<file path="src/rtl/pipe_pkg.sv">
// Shared pipeline package: occupancy/state encodings, default payload width and
// per-stage payload packing structs.
package pipe_pkg;

  localparam int unsigned DATA_W_DEFAULT = 32;

  localparam logic [1:0] ST_EMPTY = 2'd0;
  localparam logic [1:0] ST_BUSY  = 2'd1;
  localparam logic [1:0] ST_FULL  = 2'd2;

  typedef enum logic [1:0] {
    StEmpty = ST_EMPTY,
    StBusy  = ST_BUSY,
    StFull  = ST_FULL
  } buf_state_e;

  // M->W stage payload, packed by the caller into in_data.
  typedef struct packed {
    logic [31:0] wd;
    logic [4:0]  wr;
    logic        reg_write;
    logic [31:0] pc;
  } mw_payload_t;

endpackage

</file>
<file path="src/rtl/pipe_data_reg.sv">
// Payload register with load enable, synchronous clear and asynchronous clear,
// both clears loading FLUSH_VAL.
module pipe_data_reg
  import pipe_pkg::*;
#(
  parameter int unsigned        DATA_W    = DATA_W_DEFAULT,
  parameter logic [DATA_W-1:0]  FLUSH_VAL = '0
) (
  input  logic              clk,
  input  logic              reset,
  input  logic              clear,
  input  logic              en,
  input  logic [DATA_W-1:0] d,
  output logic [DATA_W-1:0] q
);

  logic [DATA_W-1:0] data_q;

  always_ff @(posedge clk or negedge reset) begin
    if (!reset) begin
      data_q <= FLUSH_VAL;
    end else if (clear) begin
      data_q <= FLUSH_VAL;
    end else if (en) begin
      data_q <= d;
    end
  end

  assign q = data_q;

endmodule

</file>
<file path="src/rtl/pipe_stage_buf.sv">
// Pipeline stage buffer with registered payload and flush. Defining
// PIPE_STAGE_BUF_SKID_EN adds a skid register so in_ready is fully registered.
module pipe_stage_buf
  import pipe_pkg::*;
#(
  parameter int unsigned        DATA_W    = DATA_W_DEFAULT,
  parameter logic [DATA_W-1:0]  FLUSH_VAL = '0
) (
  input  logic              clk,
  input  logic              reset,
  input  logic              flush,
  input  logic              in_valid,
  output logic              in_ready,
  input  logic [DATA_W-1:0] in_data,
  output logic              out_valid,
  input  logic              out_ready,
  output logic [DATA_W-1:0] out_data,
  output logic [1:0]        occupancy
);

  buf_state_e        state_q, state_d;
  logic              in_xfer, out_xfer;
  logic              main_en;
  logic [DATA_W-1:0] main_d, main_q;
  logic              skid_en;

  assign out_valid = (state_q != StEmpty);
  assign out_data  = main_q;
  assign occupancy = state_q;
  assign in_xfer   = in_valid && in_ready;
  assign out_xfer  = out_valid && out_ready;

`ifdef PIPE_STAGE_BUF_SKID_EN
  logic              in_ready_q;
  logic [DATA_W-1:0] skid_q;

  // in_ready comes from a flop so it never depends on out_ready.
  always_ff @(posedge clk or negedge reset) begin
    if (!reset) begin
      in_ready_q <= 1'b1;
    end else begin
      in_ready_q <= (state_d != StFull);
    end
  end
  assign in_ready = in_ready_q;

  pipe_data_reg #(
    .DATA_W    (DATA_W),
    .FLUSH_VAL (FLUSH_VAL)
  ) u_skid_reg (
    .clk   (clk),
    .reset (reset),
    .clear (flush),
    .en    (skid_en),
    .d     (in_data),
    .q     (skid_q)
  );
`else
  assign in_ready = !out_valid || out_ready;
`endif

  always_comb begin
    state_d = state_q;
    main_en = 1'b0;
    main_d  = in_data;
    skid_en = 1'b0;
    unique case (state_q)
      StEmpty: begin
        if (in_xfer) begin
          state_d = StBusy;
          main_en = 1'b1;
        end
      end
      StBusy: begin
        if (in_xfer && out_xfer) begin
          main_en = 1'b1;
        end else if (out_xfer) begin
          // Main reg keeps the consumed word so out_data is stable while empty.
          state_d = StEmpty;
`ifdef PIPE_STAGE_BUF_SKID_EN
        end else if (in_xfer) begin
          state_d = StFull;
          skid_en = 1'b1;
`endif
        end
      end
`ifdef PIPE_STAGE_BUF_SKID_EN
      StFull: begin
        if (out_xfer) begin
          state_d = StBusy;
          main_en = 1'b1;
          main_d  = skid_q;
        end
      end
`endif
      default: state_d = StEmpty;
    endcase
    if (flush) begin
      state_d = StEmpty;
      main_en = 1'b0;
      skid_en = 1'b0;
    end
  end

  always_ff @(posedge clk or negedge reset) begin
    if (!reset) begin
      state_q <= StEmpty;
    end else begin
      state_q <= state_d;
    end
  end

  pipe_data_reg #(
    .DATA_W    (DATA_W),
    .FLUSH_VAL (FLUSH_VAL)
  ) u_main_reg (
    .clk   (clk),
    .reset (reset),
    .clear (flush),
    .en    (main_en),
    .d     (main_d),
    .q     (main_q)
  );

endmodule

</file>
<file path="config.mk">
export PLATFORM = sky130hd
export DESIGN_NAME = pipe_stage_buf
export DESIGN_NICKNAME = d
export VERILOG_FILES = /design/src/rtl/pipe_pkg.sv /design/src/rtl/pipe_data_reg.sv /design/src/rtl/pipe_stage_buf.sv
export SDC_FILE = /design/constraint.sdc
export NUM_CORES = 1
export LEC_CHECK = 0
export ABC_AREA = 1
export BUFFER_PORTS_ARGS = -buffer_cell sky130_fd_sc_hd__buf_2
export CAP_MARGIN = 25
export CELL_PAD_IN_SITES_DETAIL_PLACEMENT = 0
export CELL_PAD_IN_SITES_GLOBAL_PLACEMENT = 1
export CORE_MARGIN = 10
export CORE_UTILIZATION = 32
export DETAILED_ROUTE_END_ITERATION = 6
export PLACE_DENSITY_LB_ADDON = 0.08
export SLEW_MARGIN = 20
export SYNTH_ARGS = -nofsm -noshare
export SYNTH_HDL_FRONTEND = slang
export SYNTH_SLANG_ARGS = --single-unit
</file>
<file path="constraint.sdc">
create_clock -name clk -period 0.98 [get_ports clk]
set_input_delay 0.098 -clock clk [delete_from_list [all_inputs] [get_ports clk]]
set_output_delay 0.098 -clock clk [all_outputs]
set_load 0.1 [all_outputs]
</file>
==> impl_metrics.json <==
{
  "cp_num_buf_inv": 2,
  "ys_ff_latch": 33,
  "syn_avg_cell_area_um2": 11.02,
  "drv_cap": 0,
  "drive_above_1_share": 0.7326,
  "finalSetupViolations": 46,
  "fmax_mhz": 821.7,
  "slowest_delay_ps": 510,
  "multi_input_area_um2": 725.7,
  "ctsRootBufferMaster": "clkbuf_8",
  "start_util": 0.3301,
  "drt_iter0_markers": 63,
  "drc": 0,
  "syn_nets": 191,
  "crit_arrival_ps": 1120,
  "seq_area_um2": 869.6,
  "dieArea_um2": 8615,
  "wl_per_cell_um": 16.94,
  "vdd_drop_max_mv": 0.7456,
  "cts.sinks": 33,
  "globalRouteTotalUtil": 0.1257,
  "ys_types": 16,
  "num_vias": 1595,
  "power_density_nw_per_um2": 1339,
  "grt_max_degree": 35,
  "violations": "setup timing",
  "finalClockSkew_ps": 5.656,
  "required_ps": 880,
  "final_cell_area_um2": 3082,
  "hold_class": "in2reg",
  "crit_type": "reg2out",
  "hpwl_mm": 3.412,
  "die_w_um": 92.82,
  "final_core_util": 0.5996,
  "finalMaxSlewViolations": 0,
  "overflow": 0,
  "via_per_inst": 4.863,
  "fill_cells": 453,
  "final.setup.tns_ps": -6107,
  "path_cells": "nand2_8, buf_6, buf_12",
  "synth_cells": 154,
  "ys.warnings.count": 0,
  "worst_slack_ps": -237.0,
  "tritoncts": "built",
  "fin_crit_ps": 1217,
  "final_hold_viol_count": 0,
  "status": "complete, but fails checks",
  "rsz0062_at_grt": "yes",
  "placed_cell_area_um2": 2645,
  "grt_pass1_wl_mm": 8.659,
  "seq_area_frac_synth": 0.4867,
  "wl_met2_mm": 2.838,
  "finalCritPeriodShare": 1.242,
  "numCtsBuffers": 5,
  "drt-pass1-iter-count": 4,
  "cts.clk_slew.worst_paths_ps": 70,
  "syn2layout_area_growth_pct": 81.64,
  "power.leakage_uw": 0.001452,
  "portBuffers": 71,
  "grt_antenna_before_repair": 0,
  "cts_max_level": 2,
  "crit_family": "flip-flops",
  "syn_area_um2": 1697,
  "crit_path_end_kind": "output port",
  "cpMaxStageDelayCell": "dfrtp_4",
  "crit_fanout": 3,
  "ioPinCount": 73,
  "coreArea_um2": 5140,
  "rows": 26,
  "power_uw": 4125,
  "drt_wl_total_mm": 5.556,
  "die-height_um": 92.82,
  "final_common_cell": "buf_12",
  "cts_max_path_buffers": 2,
  "num-nets-final": 296,
  "diodes": 0,
  "crit_path_start_kind": "flip-flop",
  "highest_layer": "met4",
  "layout_common_cells": "buf_12, buf_2",
  "grt_pass1_vias": 1651,
  "postRouteAntennaNets": 0,
  "wl_met3_um": 418,
  "wl_met1_mm": 2.240,
  "clk_latency_ps": 280,
  "pre_cts_ws_ps": -117.6,
  "gp_congestion": 0.6772
}
==> final timing paths <==
path / start / to / slack (ps) / cells after the start
min reg2reg: u_main_reg.q[3]$_DFFE_PN0P_ / u_main_reg.q[3]$_DFFE_PN0P_ / 550 / 2
min in group asynchronous: reset / u_main_reg.q[10]$_DFFE_PN0P_ / 300 / 3
max: occupancy[0]$_DFFE_PN0P_ / in_ready / -240 / 3
max in group asynchronous: reset / u_main_reg.q[28]$_DFFE_PN0P_ / 470 / 3
max reg2reg: occupancy[0]$_DFFE_PN0P_ / u_main_reg.q[9]$_DFFE_PN0P_ / -200 / 5
min: flush / occupancy[0]$_DFFE_PN0P_ / 8 / 2
==> worst reg2reg max path, stage by stage (launching register included) <==
cell,delay [ps]
dfrtp_4,510
nand2_8,70
buf_4,190
clkbuf_16,180
nand4_1,80
nand2_1,90
==> synthesized netlist by cell type (all sizes together) <==
master / n / area [um^2]
conb: 1 / 3.750
nand2: 34 / 151.4
buf: 15 / 145.1
dfrtp: 33 / 825.8
clkbuf: 3 / 41.29
a21oi: 1 / 5.000
inv: 3 / 13.76
nand4: 32 / 200.2
nand3: 32 / 310.3
==> stage by stage <==
stage,hold slack [ps],std cells
6_report,7.694,328
5_1_grt,14.57,328
4_1_cts,8.127,320
3_5_place_dp,73.87,285
3_3_place_gp,69.77,285
2_1_floorplan,-197.6,154
==> flip-flops by register name, indices dropped and copies added, names as in the netlist <==
register and flops:
u_main_reg.q 32, occupancy 1
==> logic make-up (layout without fill, tap and decap cells) <==
family	count (synthesis)	after routing	share of synthesized area
buf+inv	21	122	0.1180
compound gates	1	1	0.002947
flops	33	33	0.4867
other cells	1	1	0.002210
simple gates	98	101	0.3901
==> layout make-up <==
type	instances	area share
sequential	33	0.2822
tap	70	0.02842
multi-input combinational	103	0.2355
timing repair buffer	113	0.4255
clock inverter	1	0.001624
inverter	3	0.004466
clock buffer	5	0.02233
==> power breakdown <==
part | internal [uW] | leakage, uW | total [uW] | switching, uW
Sequential | 1460 | 0.000392 | 1560 | 96.1
Combinational | 613 | 0.00102 | 1620 | 1010
Clock | 467 | 0.0000399 | 948 | 481
Total | 2540 | 0.00145 | 4130 | 1580
==> layer usage <==
layer	vias to the layer above	track usage
met3	8	0.05246
met4	0	0.03470
li1	752	-
met5	-	0
met2	63	0.2109
met1	772	0.1431
==> what timing repair did <==
action                                  4_1_cts  5_1_grt
hold endpoints to repair                     33        0
endpoints found under the setup margin       68       68
cloned                                        3        3
gates resized for setup                       3        1
setup buffers                                25        5
hold buffers                                  1        0
pin swaps                                     2        1
(Power assumes the default switching activity.)
